$ cat src/rtl/regfile_access_sequencer_if.sv
// ============================================================================
// Module      : regfile_access_sequencer_if
// Description : Core-side handshakes and register-file port bundle for the
//               register-file access sequencer.
// Revision    : 1.0 - initial release
// ============================================================================
`default_nettype none

interface regfile_access_sequencer_if;
    logic        in_req_valid;
    logic        out_req_ready;
    logic [4:0]  in_req_rs0;
    logic [4:0]  in_req_rs1;
    logic [4:0]  in_req_rs2;
    logic        out_rsp_valid;
    logic        in_rsp_ready;
    logic [31:0] out_rsp_data_0;
    logic [31:0] out_rsp_data_1;
    logic [31:0] out_rsp_data_2;
    logic        in_wb_valid;
    logic        out_wb_ready;
    logic [4:0]  in_wb_rd;
    logic [31:0] in_wb_data;
    logic        out_write_enable;
    logic [4:0]  out_write_register_select;
    logic [31:0] out_write_data;
    logic [4:0]  out_read_register_select_0;
    logic [4:0]  out_read_register_select_1;
    logic [4:0]  out_read_register_select_2;
    logic [31:0] in_read_data_0;
    logic [31:0] in_read_data_1;
    logic [31:0] in_read_data_2;
    logic        out_init_done;

    modport slave (
        input  in_req_valid, in_req_rs0, in_req_rs1, in_req_rs2, in_rsp_ready,
               in_wb_valid, in_wb_rd, in_wb_data,
               in_read_data_0, in_read_data_1, in_read_data_2,
        output out_req_ready, out_rsp_valid,
               out_rsp_data_0, out_rsp_data_1, out_rsp_data_2,
               out_wb_ready, out_write_enable, out_write_register_select, out_write_data,
               out_read_register_select_0, out_read_register_select_1,
               out_read_register_select_2, out_init_done
    );

    modport master (
        output in_req_valid, in_req_rs0, in_req_rs1, in_req_rs2, in_rsp_ready,
               in_wb_valid, in_wb_rd, in_wb_data,
               in_read_data_0, in_read_data_1, in_read_data_2,
        input  out_req_ready, out_rsp_valid,
               out_rsp_data_0, out_rsp_data_1, out_rsp_data_2,
               out_wb_ready, out_write_enable, out_write_register_select, out_write_data,
               out_read_register_select_0, out_read_register_select_1,
               out_read_register_select_2, out_init_done
    );
endinterface

`default_nettype wire

$ cat src/rtl/regfile_access_sequencer.sv
// ============================================================================
// Module      : regfile_access_sequencer
// Description : Clears the 32x32 register file after reset, then serves
//               operand reads (x0 = 0, writeback bypass) and writebacks.
// Revision    : 1.0 - initial release
// ============================================================================
`default_nettype none

module regfile_access_sequencer #(
    parameter int          NUM_REGISTERS = 32,
    parameter logic [31:0] INIT_VALUE    = 32'h0
) (
    input  wire logic                   CLK,
    input  wire logic                   RESET,
    regfile_access_sequencer_if.slave   bus
);

    typedef enum logic [0:0] {
        S_INIT = 1'b0,
        S_RUN  = 1'b1
    } state_t;

    localparam logic [4:0] c_last_reg = 5'(NUM_REGISTERS - 1);

    state_t      r_state;
    logic [4:0]  r_init_cnt;
    logic        r_init_done;
    logic        r_rsp_valid;
    logic [31:0] r_rsp_data_0;
    logic [31:0] r_rsp_data_1;
    logic [31:0] r_rsp_data_2;

    logic        w_run;
    logic        w_req_ready;
    logic        w_accept;
    logic        w_wb_accept;

    assign w_run       = (r_state == S_RUN);
    assign w_req_ready = w_run & (~r_rsp_valid | bus.in_rsp_ready);
    assign w_accept    = bus.in_req_valid & w_req_ready;
    assign w_wb_accept = bus.in_wb_valid & w_run;

    // Operand value seen by a request accepted this cycle: a writeback landing
    // on the same edge is not yet visible on the file's read port.
    function automatic logic [31:0] resolve(
        input logic [4:0]  rs,
        input logic [31:0] file_data,
        input logic        wb_hit,
        input logic [4:0]  wb_rd,
        input logic [31:0] wb_data
    );
        if (rs == 5'd0)
            return 32'h0;
        else if (wb_hit && (wb_rd == rs))
            return wb_data;
        else
            return file_data;
    endfunction

    always_ff @(posedge CLK or posedge RESET) begin
        if (RESET) begin
            r_state      <= S_INIT;
            r_init_cnt   <= 5'd0;
            r_init_done  <= 1'b0;
            r_rsp_valid  <= 1'b0;
            r_rsp_data_0 <= 32'h0;
            r_rsp_data_1 <= 32'h0;
            r_rsp_data_2 <= 32'h0;
        end else begin
            case (r_state)
                S_INIT: begin
                    r_init_cnt <= r_init_cnt + 5'd1;
                    if (r_init_cnt == c_last_reg) begin
                        r_state     <= S_RUN;
                        r_init_done <= 1'b1;
                    end
                end
                S_RUN: begin
                    if (w_accept) begin
                        r_rsp_valid  <= 1'b1;
                        r_rsp_data_0 <= resolve(bus.in_req_rs0, bus.in_read_data_0,
                                                w_wb_accept, bus.in_wb_rd, bus.in_wb_data);
                        r_rsp_data_1 <= resolve(bus.in_req_rs1, bus.in_read_data_1,
                                                w_wb_accept, bus.in_wb_rd, bus.in_wb_data);
                        r_rsp_data_2 <= resolve(bus.in_req_rs2, bus.in_read_data_2,
                                                w_wb_accept, bus.in_wb_rd, bus.in_wb_data);
                    end else if (bus.in_rsp_ready) begin
                        r_rsp_valid <= 1'b0;
                    end
                end
                default: r_state <= S_INIT;
            endcase
        end
    end

    assign bus.out_req_ready  = w_req_ready;
    assign bus.out_wb_ready   = w_run;
    assign bus.out_rsp_valid  = r_rsp_valid;
    assign bus.out_rsp_data_0 = r_rsp_data_0;
    assign bus.out_rsp_data_1 = r_rsp_data_1;
    assign bus.out_rsp_data_2 = r_rsp_data_2;
    assign bus.out_init_done  = r_init_done;

    // The sweep write is gated by RESET so nothing reaches the file while held.
    assign bus.out_write_enable          = w_run ? (bus.in_wb_valid & (bus.in_wb_rd != 5'd0))
                                                 : ~RESET;
    assign bus.out_write_register_select = w_run ? bus.in_wb_rd   : r_init_cnt;
    assign bus.out_write_data            = w_run ? bus.in_wb_data : INIT_VALUE;

    assign bus.out_read_register_select_0 = bus.in_req_rs0;
    assign bus.out_read_register_select_1 = bus.in_req_rs1;
    assign bus.out_read_register_select_2 = bus.in_req_rs2;

endmodule

`default_nettype wire

$ cat src/flat_wrapper.sv
// flat-port wrapper written by rule: the top's interface ports become plain ports
module regfile_access_sequencer_flat 
#(
    parameter int          NUM_REGISTERS = 32,
    parameter logic [31:0] INIT_VALUE    = 32'h0
)
  (CLK, RESET, bus_in_req_valid, bus_in_req_rs0, bus_in_req_rs1, bus_in_req_rs2, bus_in_rsp_ready, bus_in_wb_valid, bus_in_wb_rd, bus_in_wb_data, bus_in_read_data_0, bus_in_read_data_1, bus_in_read_data_2, bus_out_req_ready, bus_out_rsp_valid, bus_out_rsp_data_0, bus_out_rsp_data_1, bus_out_rsp_data_2, bus_out_wb_ready, bus_out_write_enable, bus_out_write_register_select, bus_out_write_data, bus_out_read_register_select_0, bus_out_read_register_select_1, bus_out_read_register_select_2, bus_out_init_done);
  regfile_access_sequencer_if bus_i ();
  input  wire logic CLK;
  input  wire logic RESET;
  input wire logic [$bits(bus_i.in_req_valid)-1:0] bus_in_req_valid;
  input wire logic [$bits(bus_i.in_req_rs0)-1:0] bus_in_req_rs0;
  input wire logic [$bits(bus_i.in_req_rs1)-1:0] bus_in_req_rs1;
  input wire logic [$bits(bus_i.in_req_rs2)-1:0] bus_in_req_rs2;
  input wire logic [$bits(bus_i.in_rsp_ready)-1:0] bus_in_rsp_ready;
  input wire logic [$bits(bus_i.in_wb_valid)-1:0] bus_in_wb_valid;
  input wire logic [$bits(bus_i.in_wb_rd)-1:0] bus_in_wb_rd;
  input wire logic [$bits(bus_i.in_wb_data)-1:0] bus_in_wb_data;
  input wire logic [$bits(bus_i.in_read_data_0)-1:0] bus_in_read_data_0;
  input wire logic [$bits(bus_i.in_read_data_1)-1:0] bus_in_read_data_1;
  input wire logic [$bits(bus_i.in_read_data_2)-1:0] bus_in_read_data_2;
  output wire logic [$bits(bus_i.out_req_ready)-1:0] bus_out_req_ready;
  output wire logic [$bits(bus_i.out_rsp_valid)-1:0] bus_out_rsp_valid;
  output wire logic [$bits(bus_i.out_rsp_data_0)-1:0] bus_out_rsp_data_0;
  output wire logic [$bits(bus_i.out_rsp_data_1)-1:0] bus_out_rsp_data_1;
  output wire logic [$bits(bus_i.out_rsp_data_2)-1:0] bus_out_rsp_data_2;
  output wire logic [$bits(bus_i.out_wb_ready)-1:0] bus_out_wb_ready;
  output wire logic [$bits(bus_i.out_write_enable)-1:0] bus_out_write_enable;
  output wire logic [$bits(bus_i.out_write_register_select)-1:0] bus_out_write_register_select;
  output wire logic [$bits(bus_i.out_write_data)-1:0] bus_out_write_data;
  output wire logic [$bits(bus_i.out_read_register_select_0)-1:0] bus_out_read_register_select_0;
  output wire logic [$bits(bus_i.out_read_register_select_1)-1:0] bus_out_read_register_select_1;
  output wire logic [$bits(bus_i.out_read_register_select_2)-1:0] bus_out_read_register_select_2;
  output wire logic [$bits(bus_i.out_init_done)-1:0] bus_out_init_done;
  assign bus_i.in_req_valid = bus_in_req_valid;
  assign bus_i.in_req_rs0 = bus_in_req_rs0;
  assign bus_i.in_req_rs1 = bus_in_req_rs1;
  assign bus_i.in_req_rs2 = bus_in_req_rs2;
  assign bus_i.in_rsp_ready = bus_in_rsp_ready;
  assign bus_i.in_wb_valid = bus_in_wb_valid;
  assign bus_i.in_wb_rd = bus_in_wb_rd;
  assign bus_i.in_wb_data = bus_in_wb_data;
  assign bus_i.in_read_data_0 = bus_in_read_data_0;
  assign bus_i.in_read_data_1 = bus_in_read_data_1;
  assign bus_i.in_read_data_2 = bus_in_read_data_2;
  assign bus_out_req_ready = bus_i.out_req_ready;
  assign bus_out_rsp_valid = bus_i.out_rsp_valid;
  assign bus_out_rsp_data_0 = bus_i.out_rsp_data_0;
  assign bus_out_rsp_data_1 = bus_i.out_rsp_data_1;
  assign bus_out_rsp_data_2 = bus_i.out_rsp_data_2;
  assign bus_out_wb_ready = bus_i.out_wb_ready;
  assign bus_out_write_enable = bus_i.out_write_enable;
  assign bus_out_write_register_select = bus_i.out_write_register_select;
  assign bus_out_write_data = bus_i.out_write_data;
  assign bus_out_read_register_select_0 = bus_i.out_read_register_select_0;
  assign bus_out_read_register_select_1 = bus_i.out_read_register_select_1;
  assign bus_out_read_register_select_2 = bus_i.out_read_register_select_2;
  assign bus_out_init_done = bus_i.out_init_done;
  regfile_access_sequencer #(.NUM_REGISTERS(NUM_REGISTERS), .INIT_VALUE(INIT_VALUE)) u_core (.CLK(CLK), .RESET(RESET), .bus(bus_i));
endmodule
$ cat config.mk
export PLATFORM = sky130hd
export DESIGN_NAME = regfile_access_sequencer_flat
export DESIGN_NICKNAME = d
export VERILOG_FILES = /design/src/rtl/regfile_access_sequencer_if.sv /design/src/rtl/regfile_access_sequencer.sv /design/src/flat_wrapper.sv
export SDC_FILE = /design/constraint.sdc
export NUM_CORES = 1
export LEC_CHECK = 0
export ABC_AREA = 1
export CAP_MARGIN = 20
export CORE_MARGIN = 2
export CORE_UTILIZATION = 45
export DETAILED_ROUTE_END_ITERATION = 7
export PLACE_DENSITY = 0.87
export SETUP_SLACK_MARGIN = 0.2
export SYNTH_ARGS = -nofsm -noshare
export SYNTH_HDL_FRONTEND = slang
export SYNTH_SLANG_ARGS = --single-unit
$ cat constraint.sdc
create_clock -name CLK -period 7 [get_ports CLK]
set_input_delay 2.1 -clock CLK [delete_from_list [all_inputs] [get_ports CLK]]
set_output_delay 2.1 -clock CLK [all_outputs]
set_load 0.005 [all_outputs]
==> results.toml <==
[logic_synthesis]
synth_edf_count = 0
ys.flop_type = "dfrtp_1"
synth_top_cell_by_area = "dfrtp_1"
ys_seq_area_share_pct = 40.4
yosys-top-cells-count = "nand2_1, nand3_1, inv_1, dfrtp_1, buf_2"
syn-mean-instance-area_um2 = 6.47
yosysMostFrequentCell = "nand2_1"
yosysUniqueCellTypes = 25
yosysWarnings = 0
synth_nets = 1150
synth_top_area_share_pct = 40.4
synthCells = 995
ys_ff_latch = 104
synthArstFlopShare_pct = 100
ys_top_cells_by_area = "dfrtp_1, nand2_1, nand3_1, inv_1, buf_4"
syn_area_um2 = 6440

[clock_network]
cts_tree = "done"
numCtsBuffers = 9
h-tree-depth = 3
insertion_delay_ns = 0.36
cts_buffer_depth = 2
cts-resized-gates = 0
cts_sinks = 104
cts_hold_buf = 0
post-cts-setup-buffers = 0
clockRootBuffer = "clkbuf_16"
clk_transition_reported_paths_ns = 0.07

[power]
pwr_density_cell_nw_per_um2 = 191
leakagePower_nw = 5.31
ir_drop_uv = 149
p_total_mw = 1.86

[worst_setup_path]
slowest_stage = "clkdlybuf4s50_1"
worstPathCellList = "clkdlybuf4s50_1, inv_2, nand3_1, nor3_1, o22ai_1, clkdlybuf4s50_1"
cp-start-kind = "input port"
critPathMostFrequentCell = "clkdlybuf4s50_1"
cp_num_buf_inv = 3
max_stage_delay_ns = 0.65
end_kind = "primary output"
crit_fanout = 7
arrival_ns = 3.65
cp_top_family = "buffers and inverters"
required_ns = 4.90
critical_path_class = "in -> out"

[final_layout]
n_fill_cell = 1194
synthToLayoutAreaGrowth_pct = 51.4
stdcell_area_um2 = 9750
multi_input_area_um2 = 2800
fin_nets = 1405
diodes = 0
finalCoreUtilization_pct = 69.9
final-seq-area_um2 = 2600
drive_gt1_share_pct = 3.19

[drt]
first_iter_violations = 710
vias = 7339
wl_met2_mm = 11.5
drc = 0
drt_first_pass_iters = 6
wl_met3_mm = 2.57
ant_nets = 0
wire_per_inst_um = 16.9
routed_wl_mm = 24.2
via_per_inst = 5.11
wirelength_met1_mm = 9.22
maxUsedRoutingLayer = "met4"

[placed_design]
detailedPlace.worstSlack_ns = 1.25
place.gp.congestion = 0.910
numPortBuffers = 305
dp_hpwl_mm = 16.7
dpl_cell_area_um2 = 9430

[sta]
hold_viol = 0
setup_viol = 0
slew-limit-headroom_pct = 26.1
fmax_mhz = 174
final.period_utilization_pct = 82.2
worst_slack_ns = 1.25
finalClockSkew_ns = 0.00806
tns_ns = 0
fin_crit_ns = 5.75
max_slew.worst_pin.slew_ns = 1.11
slew_violations = 0
rsz0062_at_grt = "no"

[global_route]
grt_pass1_wl_mm = 36.8
grt_remaining_overflow = 0
grt_util_all_layers_pct = 31.8
antenna_found_initial = 0
grt_max_degree = 95
grt_pass1_vias = 6937

[min_path]
hold_class = "reg -> reg"

[outcome]
run_status = "finished clean"

[floorplanning]
die_area_um2 = 15300
std_cell_rows = 43
start_util_pct = 46.2
ioPinCount = 306
coreArea_um2 = 13900
die_w_um = 124
fp.dieH_um = 124

[run]
maxCapViolations = 0
sequential cells by signal (all words and copies together) (netlist names):
| name | count |
|---|---|
| u_core.bus.out_rsp_data_1 | 32 |
| u_core.bus.out_wb_ready | 1 |
| u_core.bus.out_rsp_valid | 1 |
| u_core.bus.out_rsp_data_0 | 32 |
| u_core.bus.out_rsp_data_2 | 32 |
| u_core.bus.out_init_done | 1 |
| u_core.r_init_cnt | 5 |
cell families (layout without fill, tap and decap cells):
logic type	Yosys count	after routing	synth area share (%)
buffers and inverters	253	513	16.6
DFF	104	104	40.4
xor gates and xnor gates	3	3	0.408
and+or+nand+nor	616	616	40.2
AOI/OAI and AO/OA	17	17	1.96
adders and majority gates	2	2	0.389
layout by cell type, fill, tap and decap left out, types with 2 or more instances in the layout:
| cell | n |
|---|---|
| o21ai_0 | 6 |
| nor2_4 | 5 |
| inv_2 | 3 |
| dfrtp_1 | 103 |
| clkdlybuf4s50_1 | 305 |
| nor3_1 | 4 |
| buf_4 | 6 |
| nor2_1 | 14 |
| ha_1 | 2 |
| nand3_1 | 199 |
| xor2_1 | 2 |
| inv_1 | 182 |
| bufinv_16 | 2 |
| nand2_1 | 389 |
| clkbuf_16 | 9 |
| clkinv_2 | 3 |
| a21oi_4 | 3 |
| a21oi_1 | 5 |
final timing paths:
path / startpoint / endpoint / slack [ns] / cells after the start
min: u_core.bus.out_init_done / u_core.bus.out_init_done / 0.46 / 1
max reg2reg: u_core.bus.out_wb_ready / u_core.bus.out_rsp_data_2[9] / 3.90 / 6
max in group asynchronous: RESET / u_core.bus.out_wb_ready / 3.55 / 3
min reg2reg: u_core.bus.out_init_done / u_core.bus.out_init_done / 0.46 / 1
min in group asynchronous: RESET / u_core.bus.out_rsp_data_2[30] / 2.21 / 2
max: bus_in_wb_rd[3] / bus_out_write_enable / 1.25 / 6
worst register-to-register path, cell delays in order (launching register included):
cell	delay (ns)
dfrtp_2	1.01
inv_2	0.32
o21ai_2	0.31
nand2_4	0.17
a21oi_4	0.87
nand3_1	0.27
nand2_1	0.11
area by class of cell:
type,count,share of cell area (%)
repair buffers,311,31.8
well taps,180,2.31
clock buffers,9,2.31
inverters,186,7.19
multi-input cells,638,28.7
clock inverters,7,0.976
flip-flops and latches,104,26.7
stage by stage:
step                hold slack, ns  cells
finish                       0.458   1435
detailed placement           0.443   1419
global route                 0.471   1435
global placement             0.438   1419
floorplan                    0.451    995
CTS                          0.459   1435
per-layer routing:
layer  GRT usage, %  vias to the layer above
li1               -                     3488
met3           8.56                       63
met2           52.5                      426
met1           38.8                     3362
met5              0                        -
met4           14.7                        0
where the power goes:
| group | switching [mW] | total [mW] | internal, mW |
|---|---|---|---|
| registers | 0.0481 | 0.731 | 0.683 |
| clock network | 0.246 | 0.561 | 0.315 |
| logic | 0.259 | 0.567 | 0.309 |
| total | 0.552 | 1.86 | 1.31 |
No activity file was read; power rests on OpenSTA's default activity.
